$ cat config.mk
export PLATFORM = sky130hd
export DESIGN_NAME = ysyx_22041211_fetch_ctrl
export DESIGN_NICKNAME = d
export VERILOG_FILES = /design/src/rtl/ysyx_22041211_defs.sv /design/src/rtl/ysyx_22041211_redirect_arb.sv /design/src/rtl/ysyx_22041211_fetch_ctrl.sv
export SDC_FILE = /design/constraint.sdc
export NUM_CORES = 1
export LEC_CHECK = 0
export CORE_UTILIZATION = 55
export CTS_BUF_LIST = sky130_fd_sc_hd__clkbuf_8 sky130_fd_sc_hd__clkbuf_16
export DETAILED_ROUTE_END_ITERATION = 6
export DONT_BUFFER_PORTS = 1
export GPL_ROUTABILITY_DRIVEN = 0
export HOLD_SLACK_MARGIN = 0.12
export PLACE_DENSITY = 0.71
export SLEW_MARGIN = 15
export SYNTH_ARGS = -nofsm -noshare
export SYNTH_HDL_FRONTEND = slang
export SYNTH_SLANG_ARGS = --single-unit
$ cat constraint.sdc
create_clock -name clk -period 3.22 [get_ports clk]
set_input_delay 0.644 -clock clk [delete_from_list [all_inputs] [get_ports clk]]
set_output_delay 0.644 -clock clk [all_outputs]
set_load 0.03 [all_outputs]
$ cat src/rtl/ysyx_22041211_defs.sv
// ---------------------------------------------------------------------------
// ysyx_22041211_defs
// Shared definitions for the fetch sequencer slice:
//   - S_REQ / S_WAIT / S_HOLD : fetch FSM state encodings
//   - RESET_VEC_DEFAULT       : architectural PC after reset
//   - redirect_cause_t        : which redirect source won arbitration
//   - cause_is_redirect()     : true for any real redirect cause
// ---------------------------------------------------------------------------
package ysyx_22041211_defs;

    localparam logic [1:0] S_REQ  = 2'd0;
    localparam logic [1:0] S_WAIT = 2'd1;
    localparam logic [1:0] S_HOLD = 2'd2;

    localparam logic [31:0] RESET_VEC_DEFAULT = 32'h8000_0000;

    typedef enum logic [1:0] {
        CAUSE_NONE = 2'd0,
        CAUSE_TRAP = 2'd1,
        CAUSE_MRET = 2'd2,
        CAUSE_JUMP = 2'd3
    } redirect_cause_t;

    function automatic logic cause_is_redirect(input redirect_cause_t c);
        return c != CAUSE_NONE;
    endfunction

endpackage

$ cat src/rtl/ysyx_22041211_redirect_arb.sv
// ---------------------------------------------------------------------------
// ysyx_22041211_redirect_arb
// Combinational 3-way redirect priority select: trap > mret > jump.
// Ports:
//   trap_valid/trap_target  CSR trap redirect (mtvec)
//   mret_valid/mret_target  CSR mret redirect (mepc)
//   jump_valid/jump_target  EXU branch/jump redirect
//   sel_valid               some redirect requested this cycle
//   sel_target              target of the winning source
//   sel_cause               which source won
// ---------------------------------------------------------------------------
module ysyx_22041211_redirect_arb
    import ysyx_22041211_defs::*;
#(
    parameter int unsigned DATA_LEN = 32
) (
    input  logic                trap_valid,
    input  logic [DATA_LEN-1:0] trap_target,
    input  logic                mret_valid,
    input  logic [DATA_LEN-1:0] mret_target,
    input  logic                jump_valid,
    input  logic [DATA_LEN-1:0] jump_target,
    output logic                sel_valid,
    output logic [DATA_LEN-1:0] sel_target,
    output redirect_cause_t     sel_cause
);

    always_comb begin
        sel_valid  = 1'b0;
        sel_target = '0;
        sel_cause  = CAUSE_NONE;
        if (trap_valid) begin
            sel_valid  = 1'b1;
            sel_target = trap_target;
            sel_cause  = CAUSE_TRAP;
        end else if (mret_valid) begin
            sel_valid  = 1'b1;
            sel_target = mret_target;
            sel_cause  = CAUSE_MRET;
        end else if (jump_valid) begin
            sel_valid  = 1'b1;
            sel_target = jump_target;
            sel_cause  = CAUSE_JUMP;
        end
    end

endmodule

$ cat src/rtl/ysyx_22041211_fetch_ctrl.sv
// ---------------------------------------------------------------------------
// ysyx_22041211_fetch_ctrl
// Fetch sequencer: owns the PC, issues IMEM requests, hands instructions to
// decode and applies trap/mret/jump redirects.
// Ports:
//   clk, rst                 clock, synchronous active-high reset
//   req_valid/addr/ready     IMEM request channel (addr = pc)
//   rsp_valid/data/ready     IMEM response channel
//   inst_valid/inst/inst_pc  instruction to decode, inst_ready accepts it
//   jump/mret/trap_valid     redirect pulses with their targets
//   misalign_err             misaligned-target pulse (YSYX_22041211_MISALIGN_CHECK_EN only)
// Configuration macro: YSYX_22041211_MISALIGN_CHECK_EN
//   defined   : misaligned winning targets are dropped and flagged
//   undefined : target[1:0] is cleared and the redirect applied
// ---------------------------------------------------------------------------
module ysyx_22041211_fetch_ctrl
    import ysyx_22041211_defs::*;
#(
    parameter int unsigned          DATA_LEN  = 32,
    parameter logic [DATA_LEN-1:0]  RESET_VEC = DATA_LEN'(RESET_VEC_DEFAULT)
) (
    input  logic                clk,
    input  logic                rst,
    output logic                req_valid,
    output logic [DATA_LEN-1:0] req_addr,
    input  logic                req_ready,
    input  logic                rsp_valid,
    input  logic [DATA_LEN-1:0] rsp_data,
    output logic                rsp_ready,
    output logic                inst_valid,
    output logic [DATA_LEN-1:0] inst,
    output logic [DATA_LEN-1:0] inst_pc,
    input  logic                inst_ready,
    input  logic                jump_valid,
    input  logic [DATA_LEN-1:0] jump_target,
    input  logic                mret_valid,
    input  logic [DATA_LEN-1:0] mret_target,
    input  logic                trap_valid,
    input  logic [DATA_LEN-1:0] trap_target
`ifdef YSYX_22041211_MISALIGN_CHECK_EN
    ,
    output logic                misalign_err
`endif
);

    logic [1:0]          state, state_n;
    logic [DATA_LEN-1:0] pc, pc_n;
    logic                pending, pending_n;
    logic [DATA_LEN-1:0] pending_pc, pending_pc_n;
    logic                latch_inst;

    logic                sel_valid;
    logic [DATA_LEN-1:0] sel_target;
    redirect_cause_t     sel_cause;
    logic                redir_req;

    // Redirect after alignment policy: tgt_valid/tgt_pc is what the FSM acts on.
    logic                tgt_valid;
    logic [DATA_LEN-1:0] tgt_pc;

    // A redirect either arriving now or parked earlier; the fresh one wins.
    logic                redir_hit;
    logic [DATA_LEN-1:0] redir_pc;

    ysyx_22041211_redirect_arb #(
        .DATA_LEN (DATA_LEN)
    ) u_arb (
        .trap_valid  (trap_valid),
        .trap_target (trap_target),
        .mret_valid  (mret_valid),
        .mret_target (mret_target),
        .jump_valid  (jump_valid),
        .jump_target (jump_target),
        .sel_valid   (sel_valid),
        .sel_target  (sel_target),
        .sel_cause   (sel_cause)
    );

    assign redir_req = sel_valid && cause_is_redirect(sel_cause);

`ifdef YSYX_22041211_MISALIGN_CHECK_EN
    logic tgt_aligned;
    assign tgt_aligned = (sel_target[1:0] == 2'b00);
    assign tgt_valid   = redir_req && tgt_aligned;
    assign tgt_pc      = sel_target;

    always_ff @(posedge clk) begin
        if (rst) misalign_err <= 1'b0;
        else     misalign_err <= redir_req && !tgt_aligned;
    end
`else
    assign tgt_valid = redir_req;
    assign tgt_pc    = sel_target & ~DATA_LEN'(3);
`endif

    assign redir_hit = tgt_valid || pending;
    assign redir_pc  = tgt_valid ? tgt_pc : pending_pc;
    assign req_addr  = pc;

    // A redirect seen before the response lands is parked in pending; the
    // in-flight fetch still completes and its response is thrown away.
    always_comb begin
        state_n      = state;
        pc_n         = pc;
        pending_n    = pending;
        pending_pc_n = pending_pc;
        latch_inst   = 1'b0;
        case (state)
            S_REQ: begin
                if (tgt_valid) begin
                    pending_n    = 1'b1;
                    pending_pc_n = tgt_pc;
                end
                if (req_valid && req_ready) state_n = S_WAIT;
            end
            S_WAIT: begin
                if (rsp_valid && rsp_ready) begin
                    if (redir_hit) begin
                        pc_n      = redir_pc;
                        pending_n = 1'b0;
                        state_n   = S_REQ;
                    end else begin
                        latch_inst = 1'b1;
                        state_n    = S_HOLD;
                    end
                end else if (tgt_valid) begin
                    pending_n    = 1'b1;
                    pending_pc_n = tgt_pc;
                end
            end
            S_HOLD: begin
                if (redir_hit) begin
                    pc_n      = redir_pc;
                    pending_n = 1'b0;
                    state_n   = S_REQ;
                end else if (inst_ready) begin
                    pc_n    = pc + DATA_LEN'(4);
                    state_n = S_REQ;
                end
            end
            default: state_n = S_REQ;
        endcase
    end

    // Handshake outputs are registered from the next state so none of them
    // has a combinational path from the redirect inputs.
    always_ff @(posedge clk) begin
        if (rst) begin
            state      <= S_REQ;
            pc         <= RESET_VEC;
            pending    <= 1'b0;
            pending_pc <= '0;
            req_valid  <= 1'b0;
            rsp_ready  <= 1'b0;
            inst_valid <= 1'b0;
            inst       <= '0;
            inst_pc    <= '0;
        end else begin
            state      <= state_n;
            pc         <= pc_n;
            pending    <= pending_n;
            pending_pc <= pending_pc_n;
            req_valid  <= (state_n == S_REQ);
            rsp_ready  <= (state_n == S_WAIT);
            inst_valid <= (state_n == S_HOLD);
            if (latch_inst) begin
                inst    <= rsp_data;
                inst_pc <= pc;
            end
        end
    end

endmodule
==> flow_summary.toml, run 1 <==
[setup_path]
path_max_fanout = 9
cpPeakStageDelay_ps = 750
worst-setup-path-type = "reg -> reg"
crit_chain = "buf_4, ha_1, nand4_4, or4_1, nor3_2, a211oi_1, nor4_1"
cp-end-kind = "flop"
reg2reg_from = "req_addr[3]"
r2r_cells = 7
crit_required_ps = 3520
cp_slowest_cell = "or4_1"
cp.arrival_ps = 2970
r2r_slack_ps = 550
rr_endpoint = "req_addr[28]"
startpoint_type = "flop"

[yosys]
yosysUniqueCellTypes = 53
synth_fa_ha_area_share_pct = 1.18
synth_fp_nets = 1009
ys_seq_area_share_pct = 42.1
yosys_warnings = 0
ys_ff_latch = 134
ys_top_cells_by_area = "dfxtp_1 42%, nand2_1 14%, a21oi_1 9.9%"
yosys.area.top_type = "dfxtp_1"
synth_common_cells = "241 x nand2_1, 134 x dfxtp_1, 126 x a21oi_1"
synth_top_family_by_area = "simple AND/OR/NAND/NOR gates"
yosysTopAreaCellShare_pct = 42.1
synthMuxAreaShare_pct = 0.334
synth_edf_count = 0
synth-xor-area-share_pct = 0
synth_ff_type = "dfxtp_1"
synth-simple-area-share_pct = 26.1
avgSynthCellArea_sq_um = 7.34
synthCells = 867
synthArstFlopShare_pct = 0
synth.most_common_cell = "nand2_1"
synth_compound_area_share_pct = 25.4
syn_area_sq_mm = 0.00636

[global_routing]
met3_usage_pct = 6.34
top_usage_layer = "met2"
grt_max_degree = 136
grtUsageMet2_pct = 45.3
grt_util_all_layers_pct = 29.3
grt_antenna_before_repair = 0
grt_pass1_wl_um = 26800
use_met1_pct = 39.7
grt-ovfl-total = 0
grt_pass1_vias = 5374

[clock_tree]
ctsHoldBuffers = 0
cts_tree = "yes"
h-tree-depth = 4
clock_sinks = 134
cts-buffers-inserted = 17
cts_setup_buffers = 0
clk_pin_slew_ps = 60
cts.repair.resized = 0
cts_buffer_depth = 2
clock_latency_ps = 410
clock-root-buffer = "clkbuf_16"

[floorplanning]
die_area_sq_mm = 0.0120
core_sq_mm = 0.0111
start_util_pct = 57.5
die_w_um = 110
ios = 235
num_rows = 38
dieHeight_um = 110

[placed_design]
io_buffers = 0
hpwl_um = 12500
place_area_sq_mm = 0.00646

[sta]
period_minus_slack_ps = 2670
maxSlewHeadroom_pct = 31.7
max_freq_ghz = 0.375
hold_viol = 0
finalCritPeriodShare_pct = 82.8
clock-skew-final_ps = 9.35
setup_viol = 0
slew_viol_final = 0
rsz0062_at_grt = "false"
fin_setup_tns_ps = 0
worst_slew_pin_slew_ps = 1020

[layout]
n_antenna_cell = 0
drive_above_1_share_pct = 7.73
area_growth_pct = 11.9
nets = 983
final.fill_count = 1013
fin_area_sq_mm = 0.00712

[route]
drt-initial-drc-count = 688
vias = 6180
first_pass_iters = 5
ant_nets = 0
drt-total-wl_um = 17800
vias_per_cell = 6.22
wl_per_cell_um = 17.9
drc = 0

[power_and_ir_drop]
p_per_area_mw_per_mm2 = 584
power_leakage_nw = 2.41
ir_worst_vdd_uv = 353

[hold_path]
whs_path_depth = 1
hold_end = "pending_pc[15]"
min_path_type = "in -> reg"
min_from = "rst"

[job]
drv_cap = 0

[run_status]
outcome = "finished clean"
[power breakdown]
group          internal, W  switching [W]  leakage (nW)
combinational     0.000101       0.000170          1.00
sequential         0.00171      0.0000383          1.09
clock              0.00140       0.000740         0.321
total              0.00321       0.000948          2.41
[routing by layer]
metal / part of all wire, % / vias to the layer above
li1: - / 2990
met1: 44 / 2823
met2: 45 / 342
met3: 9.5 / 25
met4: 1.4 / 0
met5: 0 / -
[final cells by class]
type	instances	area (sq um)	area share [%]
timing repair buffer	22	165	2.32
inverter	9	33.8	0.474
tap	140	175	2.46
multi-input combinational	657	3400	47.8
clock inverter	14	224	3.14
sequential	134	2680	37.7
clock buffer	18	439	6.17
[worst max path at each step]
| stage | cells after the start | to | startpoint | slack (ps) |
|---|---|---|---|---|
| floorplan | 6 | req_addr[22] | req_addr[2] | 790 |
| global placement | 6 | req_addr[11] | rsp_valid | 740 |
| detailed placement | 8 | req_addr[11] | state[1] | 640 |
| CTS | 7 | req_addr[28] | req_addr[3] | 610 |
| global route | 8 | req_addr[11] | state[1] | 400 |
| finish | 7 | req_addr[28] | req_addr[3] | 550 |
[cell families after synthesis]
group / count (synthesis)
AO/OA/AOI/OAI: 273
adder cells (fa/ha/maj): 6
buffers and inverters: 76
flip-flops: 134
multiplexers: 2
AND/OR/NAND/NOR: 376
[state kept, by name, summed over array words and instances, names as in the netlist]
| register | cells |
|---|---|
| inst_valid | 1 |
| inst | 32 |
| pending | 1 |
| req_valid | 1 |
| state | 2 |
| rsp_ready | 1 |
| req_addr | 32 |
| inst_pc | 32 |
| pending_pc | 32 |
[cell usage in the layout, fill, tap and decap left out, types with 3 or more instances in the layout]
cell,count
o211ai_1,6
o21ai_0,57
a211oi_1,9
o32ai_1,3
a22oi_1,28
a21oi_1,125
nor4_1,6
dfxtp_1,134
nor2_1,41
nor3_1,7
ha_1,6
a311oi_1,4
nand2_1,241
a21o_1,6
buf_4,22
and3_1,8
clkbuf_16,17
or4_1,6
nand4_1,12
nor3b_1,3
a31oi_1,4
or3_1,3
clkinv_4,5
and2_1,8
nor2b_1,6
and4_1,6
bufinv_16,5
nand3_1,17
o22ai_1,6
nand3b_1,3
nand2b_1,3
o221ai_1,4
inv_1,9
[through the flow]
step	hold WS (ps)	instances	power (W)	worst slack, ps	util (%)
finish	303	994	0.00416	554	64.3
global route	286	994	0.00430	397	64.3
CTS	285	994	0.00419	614	64.3
detailed placement	436	962	0.00205	643	58.3
global placement	431	962	0.00204	743	58.3
floorplan	432	867	0.00201	787	-
[worst max-delay path, delay by kind of cell, from the launching register on]
kind                     cells  cell delay [ps]
flip-flops                   1              300
AO/OA/AOI/OAI                1              150
adder cells (fa/ha/maj)      1              290
AND/OR/NAND/NOR              4             1630
buffers and inverters        1              190
No activity file was read; power rests on OpenSTA's default activity.
==> inputs of run 2 (changes only) <==
==> constraint.sdc (replaced) <==
create_clock -name clk -period 2.7 [get_ports clk]
set_input_delay 0.54 -clock clk [delete_from_list [all_inputs] [get_ports clk]]
set_output_delay 0.54 -clock clk [all_outputs]
set_load 0.03 [all_outputs]
==> run 2 against run 1 <==
Net effect:
- setup slack worse by 410 ps
- clock power about the same
- first-iteration DRC count up 3.1%
- combinational power up 21%
- sequential share of layout area down 0.053 points
- wire length up 0.60%
- core utilization up 0.090 points
- die area unchanged
- final area up 0.14%
- non-clock buffer count up 12
- count of clock-buffer cells in the layout up 1
- final cell count up 1.1%
==> flow_summary.toml, run 2 (same netlist as run 1, synthesis figures left out) <==
[run_status]
outcome = "finished clean"

[floorplanning]
die_w_um = 110
num_rows = 38
dieHeight_um = 110
start_util_pct = 57.5
core_sq_mm = 0.0111
die_area_sq_mm = 0.0120
ios = 235

[route]
wl_per_cell_um = 17.8
drt-total-wl_um = 17900
first_pass_iters = 5
ant_nets = 0
drt-initial-drc-count = 709
vias_per_cell = 6.09
drc = 0
vias = 6116

[placed_design]
hpwl_um = 12900
pre_cts_ws_ps = 148
io_buffers = 0

[layout]
fin_util_pct = 64.4
area_growth_pct = 12.1
drive_above_1_share_pct = 8.90
layout_common_cells = "241 x nand2_1, 134 x dfxtp_1, 125 x a21oi_1, 57 x o21ai_0, 41 x nor2_1"
nets = 995
final_common_cell = "nand2_1"
final.fill_count = 990
n_antenna_cell = 0

[global_routing]
grt_max_degree = 136
grt_pass1_vias = 5517
grt_pass1_wl_um = 27300
grt_antenna_before_repair = 0
grt-ovfl-total = 0
grt_util_all_layers_pct = 29.8

[sta]
setup_viol = 0
period_minus_slack_ps = 2560
worst_hold_slack_ps = 194
slew_viol_final = 0
fin_setup_tns_ps = 0
max_freq_ghz = 0.391
setup_ws_ps = 140
worst_slew_pin_slew_ps = 997
maxSlewHeadroom_pct = 33.4
hold_viol = 0
clock-skew-final_ps = 12.5
rsz0062_at_grt = "false"
finalCritPeriodShare_pct = 94.8

[setup_path]
path_max_fanout = 10
crit_required_ps = 3030
startpoint_type = "flop"
cp.arrival_ps = 2890
cp-end-kind = "flop"
worst-setup-path-type = "reg -> reg"

[clock_tree]
ctsHoldBuffers = 0
cts-buffers-inserted = 17
clk_pin_slew_ps = 60
clock-root-buffer = "clkbuf_16"
cts_setup_buffers = 0
h-tree-depth = 4
cts_buffer_depth = 2
cts_tree = "yes"
clock_latency_ps = 420
clock_sinks = 134
cts.repair.resized = 0

[power_and_ir_drop]
power_w = 0.00458
ir_worst_vdd_uv = 388
p_per_area_mw_per_mm2 = 642
power_leakage_nw = 2.41

[hold_path]
min_path_type = "in -> reg"

[job]
drv_cap = 0
run 2: path summary, 6_finish.rpt:
kind / from / endpoint / slack, ps / depth (start not counted)
hold / removal: rst / req_addr[12] / 190 / 1
hold reg to reg: pending_pc[15] / pending_pc[15] / 440 / 2
setup reg to reg: state[1] / req_addr[23] / 140 / 6
setup / recovery: state[1] / req_addr[23] / 140 / 6
run 2: per-stage QoR:
stage	area [sq um]	instances
2_1_floorplan	6360	867
3_3_place_gp	6560	974
3_5_place_dp	6560	974
4_1_cts	7120	1005
5_1_grt	7130	1005
6_report	7130	1005
run 2: routing by layer:
layer  global-route usage [%]  vias up  routed length [um]
met1                     40.6     2763                7960
met4                     9.33        0                 238
met3                     7.88       20                1650
met5                        0        -                   0
met2                     46.1      320                8050
li1                         -     3013                   -
run 2: worst max-delay path, cell delays in order, from the launching register on:
cell and delay (ps):
dfxtp_1 390, inv_1 90, ha_1 230, nand2b_1 250, a21boi_1 830, o21ai_0 360, a41oi_1 320
run 2: area by class of cell:
cell class                      instances  area [sq um]  share of cell area (%)
Sequential cell                       134          2680                    37.6
Timing Repair Buffer                   34           268                    3.75
Clock buffer                           19           453                    6.35
Inverter                                9          33.8                   0.474
Tap cell                              140           175                    2.46
Clock inverter                         12           106                    1.49
Multi-Input combinational cell        657          3410                    47.9
run 2: power breakdown:
group / internal (W) / switching (W) / leakage, nW / total [W]
clock: 0.00130 / 0.000868 / 0.255 / 0.00217
combinational: 0.000127 / 0.000202 / 1.07 / 0.000329
sequential: 0.00204 / 0.0000410 / 1.09 / 0.00208
==> inputs of run 3 (changes only) <==
--- a/config.mk
+++ b/config.mk
@@ -11,7 +11,8 @@
 export DONT_BUFFER_PORTS = 1
 export GPL_ROUTABILITY_DRIVEN = 0
 export HOLD_SLACK_MARGIN = 0.12
-export PLACE_DENSITY = 0.71
+export PLACE_DENSITY = 0.7
+export REMOVE_ABC_BUFFERS = 1
 export SLEW_MARGIN = 15
 export SYNTH_ARGS = -nofsm -noshare
 export SYNTH_HDL_FRONTEND = slang
==> run 3 against run 2 <==
Net effect:
- core utilization increased by 0.67 points
- final cell count increased by 0.20%
- count of clock-buffer cells in the layout stayed put
- hold slack better by 1.2 ps
- critical path type unchanged
- largest cell class unchanged
==> flow_summary.toml, run 3 (same netlist as run 1, synthesis figures left out) <==
[run_status]
outcome = "finished clean"

[sta]
maxSlewHeadroom_pct = 38.8
hold_viol = 0
setup_viol = 0
clock-skew-final_ps = 8.38
fin_setup_tns_ps = 0
rsz0062_at_grt = "false"
finalCritPeriodShare_pct = 90.1
slew_viol_final = 0
worst_slew_pin_slew_ps = 916
period_minus_slack_ps = 2430
max_freq_ghz = 0.411

[setup_path]
cp-end-kind = "flop"
cp_slowest_cell = "or4_1"
cp.arrival_ps = 2740
worst-setup-path-type = "reg -> reg"
cp_num_buf_inv = 0
crit_required_ps = 3000
startpoint_type = "flop"
crit_chain = "ha_1, nand4_4, or4_1, nor3_2, a211oi_1, nor4_1"
cpPeakStageDelay_ps = 730
path_max_fanout = 9
critical_path.top_delay_family = "simple AND/OR/NAND/NOR gates"
r2r_slack_ps = 270

[global_routing]
grt_antenna_before_repair = 0
grt_pass1_vias = 5513
grt_max_degree = 136
grt-ovfl-total = 0
grt_pass1_wl_um = 27200
grt_util_all_layers_pct = 29.5

[clock_tree]
h-tree-depth = 4
clk_pin_slew_ps = 60
cts-buffers-inserted = 17
cts.repair.resized = 0
clock-root-buffer = "clkbuf_16"
clock_sinks = 134
clock_latency_ps = 410
cts_tree = "yes"
ctsHoldBuffers = 0
cts_setup_buffers = 0
cts_buffer_depth = 2

[layout]
multiInputGateArea_sq_mm = 0.00340
drive_above_1_share_pct = 9.00
area_growth_pct = 13.2
layout_common_cells = "241 x nand2_1, 134 x dfxtp_1, 125 x a21oi_1, 57 x o21ai_0, 41 x nor2_1"
seqCellArea_sq_mm = 0.00268
stdcell_count = 1007
n_antenna_cell = 0
final_common_cell = "nand2_1"
nets = 996
final.fill_count = 993

[floorplanning]
die_w_um = 110
start_util_pct = 57.5
num_rows = 38
dieHeight_um = 110
core_sq_mm = 0.0111
die_area_sq_mm = 0.0120
ios = 235

[placed_design]
io_buffers = 0
hpwl_um = 12300
dp.cells = 975

[power_and_ir_drop]
p_per_area_mw_per_mm2 = 662
ir_worst_vdd_uv = 480
power_leakage_nw = 2.47

[route]
wl_per_cell_um = 17.8
drt-total-wl_um = 17900
met3_length_um = 1810
vias_per_cell = 6.17
ant_nets = 0
vias = 6211
routed.top_layer = "met4"
wl_met2_um = 8300
drt-initial-drc-count = 626
first_pass_iters = 5
wl_met1_um = 7510
drc = 0

[hold_path]
min_path_type = "in -> reg"

[job]
drv_cap = 0
-- run 3: layout make-up --
class                   instances  area share (%)
multi-input cells             657            47.2
flip-flops and latches        134            37.2
clock buffers                  19            6.29
repair buffers                 35            4.17
well taps                     140            2.43
clock inverters                13            2.17
inverters                       9           0.469
-- run 3: worst paths after layout --
path	startpoint	endpoint	cells past startpoint
max	req_addr[2]	req_addr[28]	6
min	rst	state[1]	1
max reg2reg	req_addr[2]	req_addr[28]	6
min reg2reg	pending_pc[2]	pending_pc[2]	2
-- run 3: worst register-to-register path, cell delays in order (launching register included) --
cell,delay [ps]
dfxtp_1,340
ha_1,260
nand4_4,200
or4_1,740
nor3_2,360
a211oi_1,130
nor4_1,290
-- run 3: layer usage --
metal / vias up / global-route usage, %
li1: 3011 / -
met1: 2854 / 36.7
met2: 313 / 49.3
met3: 33 / 8.12
met4: 0 / 9.62
met5: - / 0
-- run 3: per-stage QoR --
step           hold slack, ps  setup slack (ps)  utilization [%]  power (W)  instance area [sq um]
3_5_place_dp              440               297             59.5    0.00245                   6600
5_1_grt                   185              35.5             65.0    0.00494                   7210
6_report                  195               266             65.0    0.00477                   7210
4_1_cts                   187               294             65.0    0.00480                   7210
2_1_floorplan             426              -752                -    0.00234                   6100
3_3_place_gp              431               338             59.5    0.00244                   6600
-- run 3: power breakdown --
part	switching [W]	internal, W	total [W]
Combinational	0.000198	0.000135	0.000333
Clock	0.000863	0.00150	0.00236
Sequential	0.0000450	0.00204	0.00208
Total	0.00111	0.00367	0.00477
